**src/rtl/accumulator_arbiter.sv**
```systemverilog
// Round-robin arbiter that grants one requester a burst and sums its operands into a single result.
// Latency: grant one cycle after req seen in IDLE; result one cycle after the last accepted beat.
// Backpressure: in_valid low stalls the burst indefinitely; out_ready low holds the result and the grant.
//
// Ports:
//   clock, reset            rising-edge clock, synchronous active-high reset
//   req, req_len            per-requester request level and burst length (LEN_W bits each)
//   grant                   one-hot owner of the block, zero when idle
//   in_valid/in_ready/in_data   operand stream from the granted requester
//   out_valid/out_ready     result handshake
//   out_data/out_id/out_overflow   wrapped sum, owner index, sticky carry-out
//   busy                    high whenever a burst is in progress or its result is pending
module accumulator_arbiter #(
   parameter int  DATA_W  = 16,
   parameter int  NUM_REQ = 4,
   parameter int  LEN_W   = 4,
   localparam int ID_W    = (NUM_REQ > 1) ? $clog2(NUM_REQ) : 1
) (
   input  logic                     clock,
   input  logic                     reset,
   input  logic [NUM_REQ-1:0]       req,
   input  logic [NUM_REQ*LEN_W-1:0] req_len,
   output logic [NUM_REQ-1:0]       grant,
   input  logic                     in_valid,
   input  logic [DATA_W-1:0]        in_data,
   output logic                     in_ready,
   output logic                     out_valid,
   output logic [DATA_W-1:0]        out_data,
   output logic [ID_W-1:0]          out_id,
   output logic                     out_overflow,
   input  logic                     out_ready,
   output logic                     busy
);

   typedef enum logic [1:0] {
      IDLE  = 2'd0,
      ACCUM = 2'd1,
      DONE  = 2'd2
   } state_t;

   state_t            state_q;
   state_t            state_d;
   logic [DATA_W-1:0] acc;
   logic              ovf;
   logic [LEN_W-1:0]  cnt;
   logic [ID_W-1:0]   last_winner;

   logic              pick_found;
   logic [ID_W-1:0]   pick_idx;
   logic [LEN_W-1:0]  pick_len;
   logic [DATA_W:0]   sum_ext;

   // Rotating priority: search upward starting just past the previous winner,
   // so a requester that keeps req high yields to everyone else first.
   always_comb begin
      pick_found = 1'b0;
      pick_idx   = '0;
      for (int k = 1; k <= NUM_REQ; k++) begin
         if (!pick_found && req[(int'(last_winner) + k) % NUM_REQ]) begin
            pick_found = 1'b1;
            pick_idx   = ID_W'((int'(last_winner) + k) % NUM_REQ);
         end
      end
   end

   assign pick_len = req_len[int'(pick_idx)*LEN_W +: LEN_W];

   // One extra bit captures the carry-out of each addition.
   assign sum_ext = {1'b0, acc} + {1'b0, in_data};

   always_ff @(posedge clock) begin
      if (reset) begin
         state_q <= IDLE;
      end else begin
         state_q <= state_d;
      end
   end

   always_comb begin
      state_d = state_q;
      case (state_q)
         IDLE: begin
            if (pick_found) begin
               state_d = (pick_len != '0) ? ACCUM : DONE;
            end
         end
         ACCUM: begin
            if (in_valid && (cnt == LEN_W'(1))) begin
               state_d = DONE;
            end
         end
         DONE: begin
            if (out_ready) begin
               state_d = IDLE;
            end
         end
         default: state_d = IDLE;
      endcase
   end

   always_ff @(posedge clock) begin
      if (reset) begin
         grant       <= '0;
         out_id      <= '0;
         acc         <= '0;
         ovf         <= 1'b0;
         cnt         <= '0;
         last_winner <= ID_W'(NUM_REQ - 1);
      end else begin
         case (state_q)
            IDLE: begin
               if (pick_found) begin
                  grant  <= NUM_REQ'(1) << pick_idx;
                  out_id <= pick_idx;
                  acc    <= '0;
                  ovf    <= 1'b0;
                  cnt    <= pick_len;
               end
            end
            ACCUM: begin
               if (in_valid) begin
                  acc <= sum_ext[DATA_W-1:0];
                  ovf <= ovf | sum_ext[DATA_W];
                  cnt <= cnt - LEN_W'(1);
               end
            end
            DONE: begin
               if (out_ready) begin
                  grant       <= '0;
                  last_winner <= out_id;
               end
            end
            default: begin
               grant <= '0;
            end
         endcase
      end
   end

   assign in_ready     = (state_q == ACCUM);
   assign out_valid    = (state_q == DONE);
   assign busy         = (state_q != IDLE);
   assign out_data     = acc;
   assign out_overflow = ovf;

endmodule

```
**config.mk**
```make
export PLATFORM = sky130hd
export DESIGN_NAME = accumulator_arbiter
export DESIGN_NICKNAME = d
export VERILOG_FILES = /design/src/rtl/accumulator_arbiter.sv
export SDC_FILE = /design/constraint.sdc
export NUM_CORES = 1
export LEC_CHECK = 0
export ABC_AREA = 1
export CAP_MARGIN = 20
export CELL_PAD_IN_SITES_DETAIL_PLACEMENT = 0
export CELL_PAD_IN_SITES_GLOBAL_PLACEMENT = 2
export CORE_MARGIN = 2
export CORE_UTILIZATION = 26
export DETAILED_ROUTE_END_ITERATION = 8
export PLACE_DENSITY = 0.78
export SLEW_MARGIN = 20
export SYNTH_ARGS = -nofsm -noshare
export SYNTH_HDL_FRONTEND = slang
export SYNTH_SLANG_ARGS = --single-unit
```
**constraint.sdc**
```tcl
create_clock -name clock -period 2.9 [get_ports clock]
set_input_delay 0.58 -clock clock [delete_from_list [all_inputs] [get_ports clock]]
set_output_delay 0.58 -clock clock [all_outputs]
set_load 0.005 [all_outputs]
```
==> flow_summary.json, run 1 <==
{
  "cts.clk_slew.worst_paths_ps": 70,
  "maxSlewHeadroom_pct": 63.4,
  "cts-hold-fix-buffers": 0,
  "worstSetupPathType": "input port to flip-flop",
  "synth_edf_count": 0,
  "r2r_slack_ps": 650,
  "start_util_pct": 27.1,
  "reg2reg_from": "last_winner[0]",
  "drt_iter0_markers": 59,
  "track_usage_pct": 14.0,
  "min_path_type": "flip-flop to flip-flop",
  "grt_overflow": 0,
  "layout_commonest_cell": "nand2_1",
  "fmax_ghz": 0.393,
  "fillCellCount": 1017,
  "io_pins": 66,
  "cp.arrival_ps": 2760,
  "grt_max_degree": 18,
  "wl_um": 7160,
  "antenna_cells": 0,
  "multiInputGateArea_mm2": 0.00170,
  "powerDensity_mw_per_mm2": 828,
  "cts_tree": "built",
  "synth_top_area_share_pct": 24.6,
  "fp.dieW_um": 103,
  "dpl.hpwl_um": 5630,
  "clk_latency_ps": 280,
  "required_ps": 3120,
  "synth_nets": 438,
  "synthArstFlopShare_pct": 0,
  "drive_gt1_share_pct": 12.2,
  "hold_viol_final": 0,
  "rsz0062_at_grt": "no",
  "fin_skew_ps": 3.04,
  "synth-seq-area-share_pct": 24.6,
  "gp_congestion": 0.810,
  "synth_area_leaders": "dfxtp_1, nand2_1, ha_1",
  "synthFlopType": "dfxtp_1",
  "start_kind": "input port",
  "min_period_over_period_pct": 87.8,
  "vias": 2633,
  "ys_seq_elements": 31,
  "numPortBuffers": 65,
  "holdPathStages": 2,
  "p_clk_share_pct": 13.6,
  "drcViolationCount": 0,
  "period_needed_ps": 2550,
  "yosys_warnings": 0,
  "timing.rr.end": "cnt[0]",
  "cp_max_fo": 3,
  "final_antenna_net_count": 0,
  "swShare_pct": 46.5,
  "switching_power_w": 0.00132,
  "p_int_w": 0.00152,
  "htreeDepth": 2,
  "vias_per_cell": 4.55,
  "cts_resized": 0,
  "syn-cell-area_mm2": 0.00253,
  "grt_pass1_vias": 2584,
  "synthToLayoutAreaGrowth_pct": 35.6,
  "min_from": "grant[0]",
  "ys_types": 36,
  "seq_area_um2": 621,
  "p_leak_nw": 1.51,
  "avgSynthCellArea_um2": 6.67,
  "dr.pass1.iters": 5,
  "cts_buffer_depth": 2,
  "synth_top_area_cell": "dfxtp_1",
  "critPathCaptureType": "flip-flop",
  "tightest_slew_ps": 547,
  "seq_power_share_pct": 23.6,
  "hold_ws_ps": 468,
  "slew_viol_final": 0,
  "final_cell_mix": "nand2_1, clkdlybuf4s50_1, a21oi_1",
  "die_h_um": 103,
  "cts_buffers": 5,
  "peakVddDrop_mv": 0.357,
  "core-area_mm2": 0.00933,
  "whs_endpoint": "grant[0]",
  "r2r_cells": 13,
  "pwr-share-comb_pct": 62.8,
  "syn_inst": 379,
  "drv_cap": 0,
  "clock-sinks": 31,
  "grt_pass1_wl_um": 11900,
  "fin_nets": 508,
  "outcome": "completed",
  "fin_tns_setup_ps": 0,
  "crit_start": "in_data[0]",
  "die_area_mm2": 0.0105,
  "wire_per_inst_um": 12.4,
  "rows": 35,
  "antenna_found_initial": 0,
  "postCtsSetupBuffers": 0,
  "setup_viol": 0,
  "cts_root_buf": "clkbuf_8"
}
sequential cells by signal (all words and copies together), names as in the netlist:
name and count:
out_overflow 1, grant 4, state_q 2, last_winner 2, out_id 2, out_data 16
cnt 4
logic make-up after synthesis:
group | synth area share [%]
compound gates | 18.7
xor+xnor | 1.73
fa+ha+maj | 9.70
buf+inv | 8.27
flops | 24.6
simple gates | 37.0
how the worst max path moves through the flow:
stage,endpoint,slack [ps],cells past startpoint
after detailed placement,out_data[10],60,13
after CTS,out_data[10],360,13
final,out_data[10],350,13
after global routing,out_data[10],100,13
after global placement,out_data[10],100,13
after floorplan,out_data[10],640,12
critical path, cell delays in order:
cell             delay (ps)
clkdlybuf4s50_1         410
ha_1                    240
fa_1                    410
nand3_1                 110
nand2_1                  80
nand2_1                 100
nand2_1                  50
a21oi_1                 150
o21ai_0                 150
a21oi_1                 180
or2_2                   130
nand3_1                  50
a21oi_1                 110
layer usage:
layer	vias to the layer above	track usage (%)	share of wire, %
met5	-	0	0
met4	0	3.08	1.1
met3	7	3.32	4.9
met2	52	23.4	44
met1	1168	18.4	50
li1	1406	-	-
power groups by stage:
stage                     logic (W)  clock network [W]  registers [W]
final                       0.00178           0.000385       0.000669
after global routing        0.00203           0.000421       0.000690
after CTS                   0.00181           0.000406       0.000671
after detailed placement    0.00180                  0       0.000678
after global placement      0.00181                  0       0.000678
after floorplan             0.00123                  0       0.000658
Yosys cell counts, types with 4 or more instances:
| cell | n |
|---|---|
| nand4_1 | 9 |
| nor3_1 | 4 |
| nor2_1 | 15 |
| ha_1 | 18 |
| dfxtp_1 | 31 |
| o21ai_1 | 5 |
| a21oi_1 | 43 |
| nand2_2 | 16 |
| nand3_1 | 26 |
| inv_2 | 5 |
| inv_1 | 31 |
| o21ai_0 | 21 |
| nand2_4 | 4 |
| xor2_1 | 4 |
| a31oi_1 | 4 |
| nand2_1 | 107 |
| clkbuf_1 | 4 |
final cells by class:
| type | instances | area share [%] |
|---|---|---|
| Multi-Input combinational cell | 301 | 49.5 |
| Timing Repair Buffer | 70 | 20.1 |
| Clock buffer | 8 | 2.92 |
| Inverter | 40 | 4.67 |
| Tap cell | 129 | 4.71 |
| Sequential cell | 31 | 18.1 |
metrics by stage:
step	cell area, um^2	std cells	total power [W]	setup slack, ps	utilization [%]
2_1_floorplan	2530	379	0.00189	644	-
3_3_place_gp	3330	571	0.00249	98.4	35.7
3_5_place_dp	3330	571	0.00248	63.8	35.7
4_1_cts	3430	579	0.00289	358	36.8
5_1_grt	3430	579	0.00314	95.2	36.8
6_report	3430	579	0.00284	354	36.8
Power figures use the tool's default switching activity.
==> run 2, diff against run 1 <==
GPL_ROUTABILITY_DRIVEN = 1   (was not set)
==> results of run 2 <==
Same layout as run 1: the final DEF is identical, and so are final timing and power.
